===== config.mk =====
export PLATFORM = sky130hd
export DESIGN_NAME = axi4_lite
export DESIGN_NICKNAME = d
export VERILOG_FILES = /design/src/rtl/axi4_lite.sv
export SDC_FILE = /design/constraint.sdc
export NUM_CORES = 1
export LEC_CHECK = 0
export ABC_AREA = 1
export BUFFER_PORTS_ARGS = -buffer_cell sky130_fd_sc_hd__buf_4
export CAP_MARGIN = 20
export CORE_UTILIZATION = 45
export CTS_BUF_LIST = sky130_fd_sc_hd__clkbuf_4 sky130_fd_sc_hd__clkbuf_8
export DETAILED_ROUTE_END_ITERATION = 7
export GPL_TIMING_DRIVEN = 0
export HOLD_SLACK_MARGIN = 0.02
export PLACE_DENSITY = 0.74
export SYNTH_ARGS = -nofsm -noshare
export SYNTH_HDL_FRONTEND = slang
export SYNTH_SLANG_ARGS = --single-unit

===== constraint.sdc =====
create_clock -name clk -period 2.4 [get_ports clk]
set_clock_uncertainty 0.1 [all_clocks]
set_input_delay 0.48 -clock clk [delete_from_list [all_inputs] [get_ports clk]]
set_output_delay 0.48 -clock clk [all_outputs]
set_load 0.02 [all_outputs]

===== src/rtl/axi4_lite.sv =====
// AXI4-Lite slave with four 32-bit read/write registers.
// REG0 bit 0 drives gpio_o. One outstanding transaction per channel;
// read and write channels operate independently.
module axi4_lite #(
    parameter int ADDR_WIDTH = 8,
    parameter int DATA_WIDTH = 32
) (
    input  logic                    clk,
    input  logic                    rst_n,
    input  logic [ADDR_WIDTH-1:0]   s_axi_awaddr,
    input  logic                    s_axi_awvalid,
    output logic                    s_axi_awready,
    input  logic [DATA_WIDTH-1:0]   s_axi_wdata,
    input  logic [DATA_WIDTH/8-1:0] s_axi_wstrb,
    input  logic                    s_axi_wvalid,
    output logic                    s_axi_wready,
    output logic [1:0]              s_axi_bresp,
    output logic                    s_axi_bvalid,
    input  logic                    s_axi_bready,
    input  logic [ADDR_WIDTH-1:0]   s_axi_araddr,
    input  logic                    s_axi_arvalid,
    output logic                    s_axi_arready,
    output logic [DATA_WIDTH-1:0]   s_axi_rdata,
    output logic [1:0]              s_axi_rresp,
    output logic                    s_axi_rvalid,
    input  logic                    s_axi_rready,
    output logic                    gpio_o
);

    localparam int         NUM_REGS = 4;
    localparam int         NUM_BYTES = DATA_WIDTH / 8;
    localparam logic [1:0] RESP_OKAY = 2'b00;
    localparam logic [1:0] RESP_SLVERR = 2'b10;

    logic [DATA_WIDTH-1:0] regs [NUM_REGS];

    logic                  aw_ready_reg;
    logic                  bvalid_reg;
    logic [1:0]            bresp_reg;
    logic                  ar_ready_reg;
    logic                  rvalid_reg;
    logic [1:0]            rresp_reg;
    logic [DATA_WIDTH-1:0] rdata_reg;
    logic [1:0]            raddr_reg;
    logic                  rerr_reg;

    logic                  wr_fire;
    logic                  wr_in_range;
    logic                  rd_fire;
    logic                  rd_in_range;
    logic [NUM_REGS-1:0]   wr_sel;
    logic [DATA_WIDTH-1:0] wr_mask;

    // Byte offset bits are ignored by the register decode.
    logic unused_addr_bits;
    assign unused_addr_bits = &{1'b0, s_axi_awaddr[1:0], s_axi_araddr[1:0]};

    // A write is taken only when address and data arrive together and the
    // previous write has fully retired (accept pulse done, response taken).
    assign wr_fire     = s_axi_awvalid && s_axi_wvalid && !aw_ready_reg && !bvalid_reg;
    assign wr_in_range = (s_axi_awaddr[ADDR_WIDTH-1:4] == '0);
    assign rd_fire     = s_axi_arvalid && !ar_ready_reg && !rvalid_reg;
    assign rd_in_range = (s_axi_araddr[ADDR_WIDTH-1:4] == '0);

    generate
        for (genvar gi = 0; gi < NUM_REGS; gi++) begin : g_sel
            assign wr_sel[gi] = wr_fire && wr_in_range && (s_axi_awaddr[3:2] == 2'(gi));
        end
        for (genvar gi = 0; gi < NUM_BYTES; gi++) begin : g_mask
            assign wr_mask[gi*8 +: 8] = {8{s_axi_wstrb[gi]}};
        end
    endgenerate

    // Register file: byte-masked update on the accepting edge.
    always_ff @(posedge clk) begin
        if (!rst_n) begin
            for (int i = 0; i < NUM_REGS; i++) begin
                regs[i] <= '0;
            end
        end else begin
            for (int i = 0; i < NUM_REGS; i++) begin
                if (wr_sel[i]) begin
                    regs[i] <= (regs[i] & ~wr_mask) | (s_axi_wdata & wr_mask);
                end
            end
        end
    end

    // Write channel: one-cycle accept pulse, then response held until bready.
    always_ff @(posedge clk) begin
        if (!rst_n) begin
            aw_ready_reg <= 1'b0;
            bvalid_reg   <= 1'b0;
            bresp_reg    <= RESP_OKAY;
        end else begin
            aw_ready_reg <= wr_fire;
            if (wr_fire) begin
                bresp_reg <= wr_in_range ? RESP_OKAY : RESP_SLVERR;
            end
            if (aw_ready_reg) begin
                bvalid_reg <= 1'b1;
            end else if (bvalid_reg && s_axi_bready) begin
                bvalid_reg <= 1'b0;
            end
        end
    end

    // Read channel: latch address, sample the register one edge later so a
    // write committed on the capture edge is visible, hold data until rready.
    always_ff @(posedge clk) begin
        if (!rst_n) begin
            ar_ready_reg <= 1'b0;
            rvalid_reg   <= 1'b0;
            rresp_reg    <= RESP_OKAY;
            rdata_reg    <= '0;
            raddr_reg    <= '0;
            rerr_reg     <= 1'b0;
        end else begin
            ar_ready_reg <= rd_fire;
            if (rd_fire) begin
                raddr_reg <= s_axi_araddr[3:2];
                rerr_reg  <= !rd_in_range;
            end
            if (ar_ready_reg) begin
                rvalid_reg <= 1'b1;
                rdata_reg  <= rerr_reg ? '0 : regs[raddr_reg];
                rresp_reg  <= rerr_reg ? RESP_SLVERR : RESP_OKAY;
            end else if (rvalid_reg && s_axi_rready) begin
                rvalid_reg <= 1'b0;
            end
        end
    end

    assign s_axi_awready = aw_ready_reg;
    assign s_axi_wready  = aw_ready_reg;
    assign s_axi_bvalid  = bvalid_reg;
    assign s_axi_bresp   = bresp_reg;
    assign s_axi_arready = ar_ready_reg;
    assign s_axi_rvalid  = rvalid_reg;
    assign s_axi_rresp   = rresp_reg;
    assign s_axi_rdata   = rdata_reg;
    assign gpio_o        = regs[0][0];

endmodule


# Word level (Yosys, flattened, before mapping)
# Memory sizes are Yosys's and may differ from the RTL's. A register that Yosys moved wholly into a read port is not among the register bits.
# Index checks and enable logic that the tools add are counted.
# totals
reg_bits	43
ramBits	128
output_inout_bits	42
elab_cells	75
mem_count	1
# memory_table
name	depth	word_bits	rd	rd_ports_with_merged_regs	wr	line	rtl
regs	4	32	5	1	4	35	logic [DATA_WIDTH-1:0] regs [NUM_REGS];
# classes
eq_ne	3
n_mux	26
bitwise_logic	14
n_reduce_logical	22
# ops
operator	n
AND 32 bit	5
two-way mux 32 bit	5
OR 32 bit	4
inverter 32 bit	1
two-way mux 1 bit	17
logical AND 1 bit	12
zero test 4 bit	2
two-way mux 2 bit	4
zero test 1 bit	5
== test 2 bit (second input constant)	2
OR 1 bit	4
nonzero test 2 bit	2
== test 2 x 1 -> 1 bit (second input constant)	1
zero test 2 bit	1

# Depth between registers and ports, before layout
# logic_depth
depth_word	9
depth_mapped	7
ltp_nobuf	6

# Worst setup path before layout
# Ideal clock, no wire load.
# synth_timing
path_kind	input to register
startpoint	input s_axi_awaddr[7]
endpoint	memory regs[0][0] (enable)
setup_time_ns	0.389
t_arrival_ns	1.719
slack_ns	0.192
path_stages	5
cell_sequence	nor2_1 -> nand2_1 -> nor2_8 -> nand3_1 -> nand2_1
# synth_rtl
element	line	rtl
start, declared	10	input logic [ADDR_WIDTH-1:0] s_axi_awaddr,
end, declared	35	

==> results.cfg <==
[yosys]
synth-adder-area-share_pct = 0
async_flop_share_pct = 0
synth_edf_count = 128
synthMuxAreaShare_pct = 0
synth_warnings = 0
synth_xor_area_share_pct = 0
avgSynthCellArea_um2 = 8.16
synth_top_family_by_area = simple AND/OR/NAND/NOR gates
synth.top_cells.by_count = 264 x nand2_1, 171 x inv_1, 163 x a21oi_1
ys_types = 20
yosysMostFrequentCell = nand2_1
yosys.area.top_type = edfxtp_1
yosys_register_bits = 171
syn_area_um2 = 8630
synth_ff_type = edfxtp_1
synthTopCellsByArea = edfxtp_1 45%, nand2_1 11%, dfxtp_1 10%
synth-simple-area-share_pct = 24.0
synthCells = 1057
ys_seq_area_share_pct = 54.5
yosys.area.top_type_share_pct = 44.5
synth_compound_area_share_pct = 9.74

[power]
power_mw = 6.14
vdd_drop_max_mv = 0.375
powerDensity_nw_per_um2 = 615
p_leak_nw = 4.58

[hold_path]
min_path_type = in -> reg
whs_path_depth = 4
min_from = s_axi_rready

[clock_network]
cts_resized = 0
cts_setup_buffers = 0
clock_latency_ns = 0.47
cts_sinks = 171
clock_path_buffers = 2
hold_buffers = 0
cts_tree = done
path_clk_slew_ns = 0.10
clockRootBuffer = clkbuf_8
htreeDepth = 4
numCtsBuffers = 17

[detailed_routing]
drc_errors = 0
vias_per_cell = 5.00
via_count = 7066
wl_per_cell_um = 15.0
first_pass_iters = 5
wirelength_um = 21200
ant_nets = 0
drt-initial-drc-count = 558

[placed_design]
dp_cells = 1382
place_area_um2 = 9610
place.gp.congestion = 0.814
hpwl_um = 14700
place_ws_ns = -0.103
port_buffers = 90

[sta]
tns_ns = 0
whs_ns = 0.151
worst_pin_slew_ns = 0.972
drv_slew = 0
setup_ws_ns = 0.220
layout_min_cycle_time_ns = 2.18
finalHoldViolations = 0
fmax_mhz = 459
setup_viol = 0
period_share_pct = 90.8
rsz0062_at_grt = false
max_slew_margin_pct = 35.0

[floorplanning]
initial_core_util_pct = 46.0
io_pins = 101
num_rows = 50
core_um2 = 18800
die_w_um = 140
die_h_um = 140
dieArea_um2 = 19700

[critical_path]
critPathLaunchType = flip-flop
arrival_ns = 2.17
r2r-start = s_axi_awready
crit_path_end_kind = flip-flop
crit_required_ns = 2.39
r2r_cells = 5
critPathLaunch = s_axi_awready
worstPathMaxFanout = 32
worst-setup-path-type = reg -> reg

[final_layout]
drive_gt1_share_pct = 17.2
final_area_um2 = 9990
antenna_cells = 0
stdcell_count = 1414
syn_to_final_growth_pct = 15.7
largest_reg_flops = 128
nets = 1226
final_core_util_pct = 53.2

[global_route]
grt_pass1_vias = 6660
track_usage_pct = 22.3
grt_pass1_wl_um = 33800
grt_max_degree = 33
antenna_found_initial = 0
grt_overflow_total = 0

[flow_run]
drv_cap = 0

[outcome]
status = complete, no violations
==> report_power, final <==
part	total [mW]	internal [mW]	leakage (nW)	switching, mW
registers	3.34	3.28	1.67	0.0624
logic	0.841	0.285	2.72	0.556
clock network	1.96	0.826	0.190	1.13
total	6.14	4.39	4.58	1.75
==> cell type report <==
| class | count | area [um^2] |
|---|---|---|
| sequential | 171 | 4700 |
| timing repair buffer | 90 | 676 |
| multi-input combinational | 652 | 2930 |
| inverter | 174 | 653 |
| clock buffer | 20 | 275 |
| buffer | 61 | 360 |
| clock inverter | 12 | 100 |
| fill | 1770 | 8780 |
| tap | 234 | 293 |
==> metal layers <==
metal	part of all wire, %	routed length (um)	GRT usage, %
met3	5.6	1190	4.24
met4	1.8	376	7.49
met1	44	9260	28.6
met5	0	0	0
met2	49	10400	37.7
==> logic make-up (layout without fill, tap and decap cells) <==
logic type	Yosys count	in the layout
simple gates	483	483
buf+inv	235	357
flops	171	171
compound gates	167	167
other cells	1	2
==> worst max-delay path, stage by stage, from the launching register on <==
cell,delay [ns]
dfxtp_1,0.35
nor2_2,0.12
nand2_2,0.11
nor2_8,0.23
nand3_1,0.14
nand2_2,0.73
==> worst paths after layout <==
path | end | slack [ns]
max | regs[2][5] | 0.22
max reg2reg | regs[2][5] | 0.22
min | s_axi_rvalid | 0.15
min reg2reg | s_axi_rdata[0] | 0.37
==> cell usage in the layout, fill, tap and decap left out, types with 2 or more instances in the layout <==
cell type,count
buf_2,21
a21oi_1,163
nand3_1,69
inv_2,3
clkbuf_1,24
clkbuf_8,20
inv_6,5
o21ai_0,3
clkinv_4,2
nor2_2,31
inv_1,171
buf_6,12
nand2_2,5
nand2_1,260
clkinvlp_4,2
nand4_4,4
conb_1,2
dfxtp_1,43
edfxtp_1,128
buf_4,94
inv_4,2
nor2_1,112
Note: power is estimated with default switching activity, not from simulation.
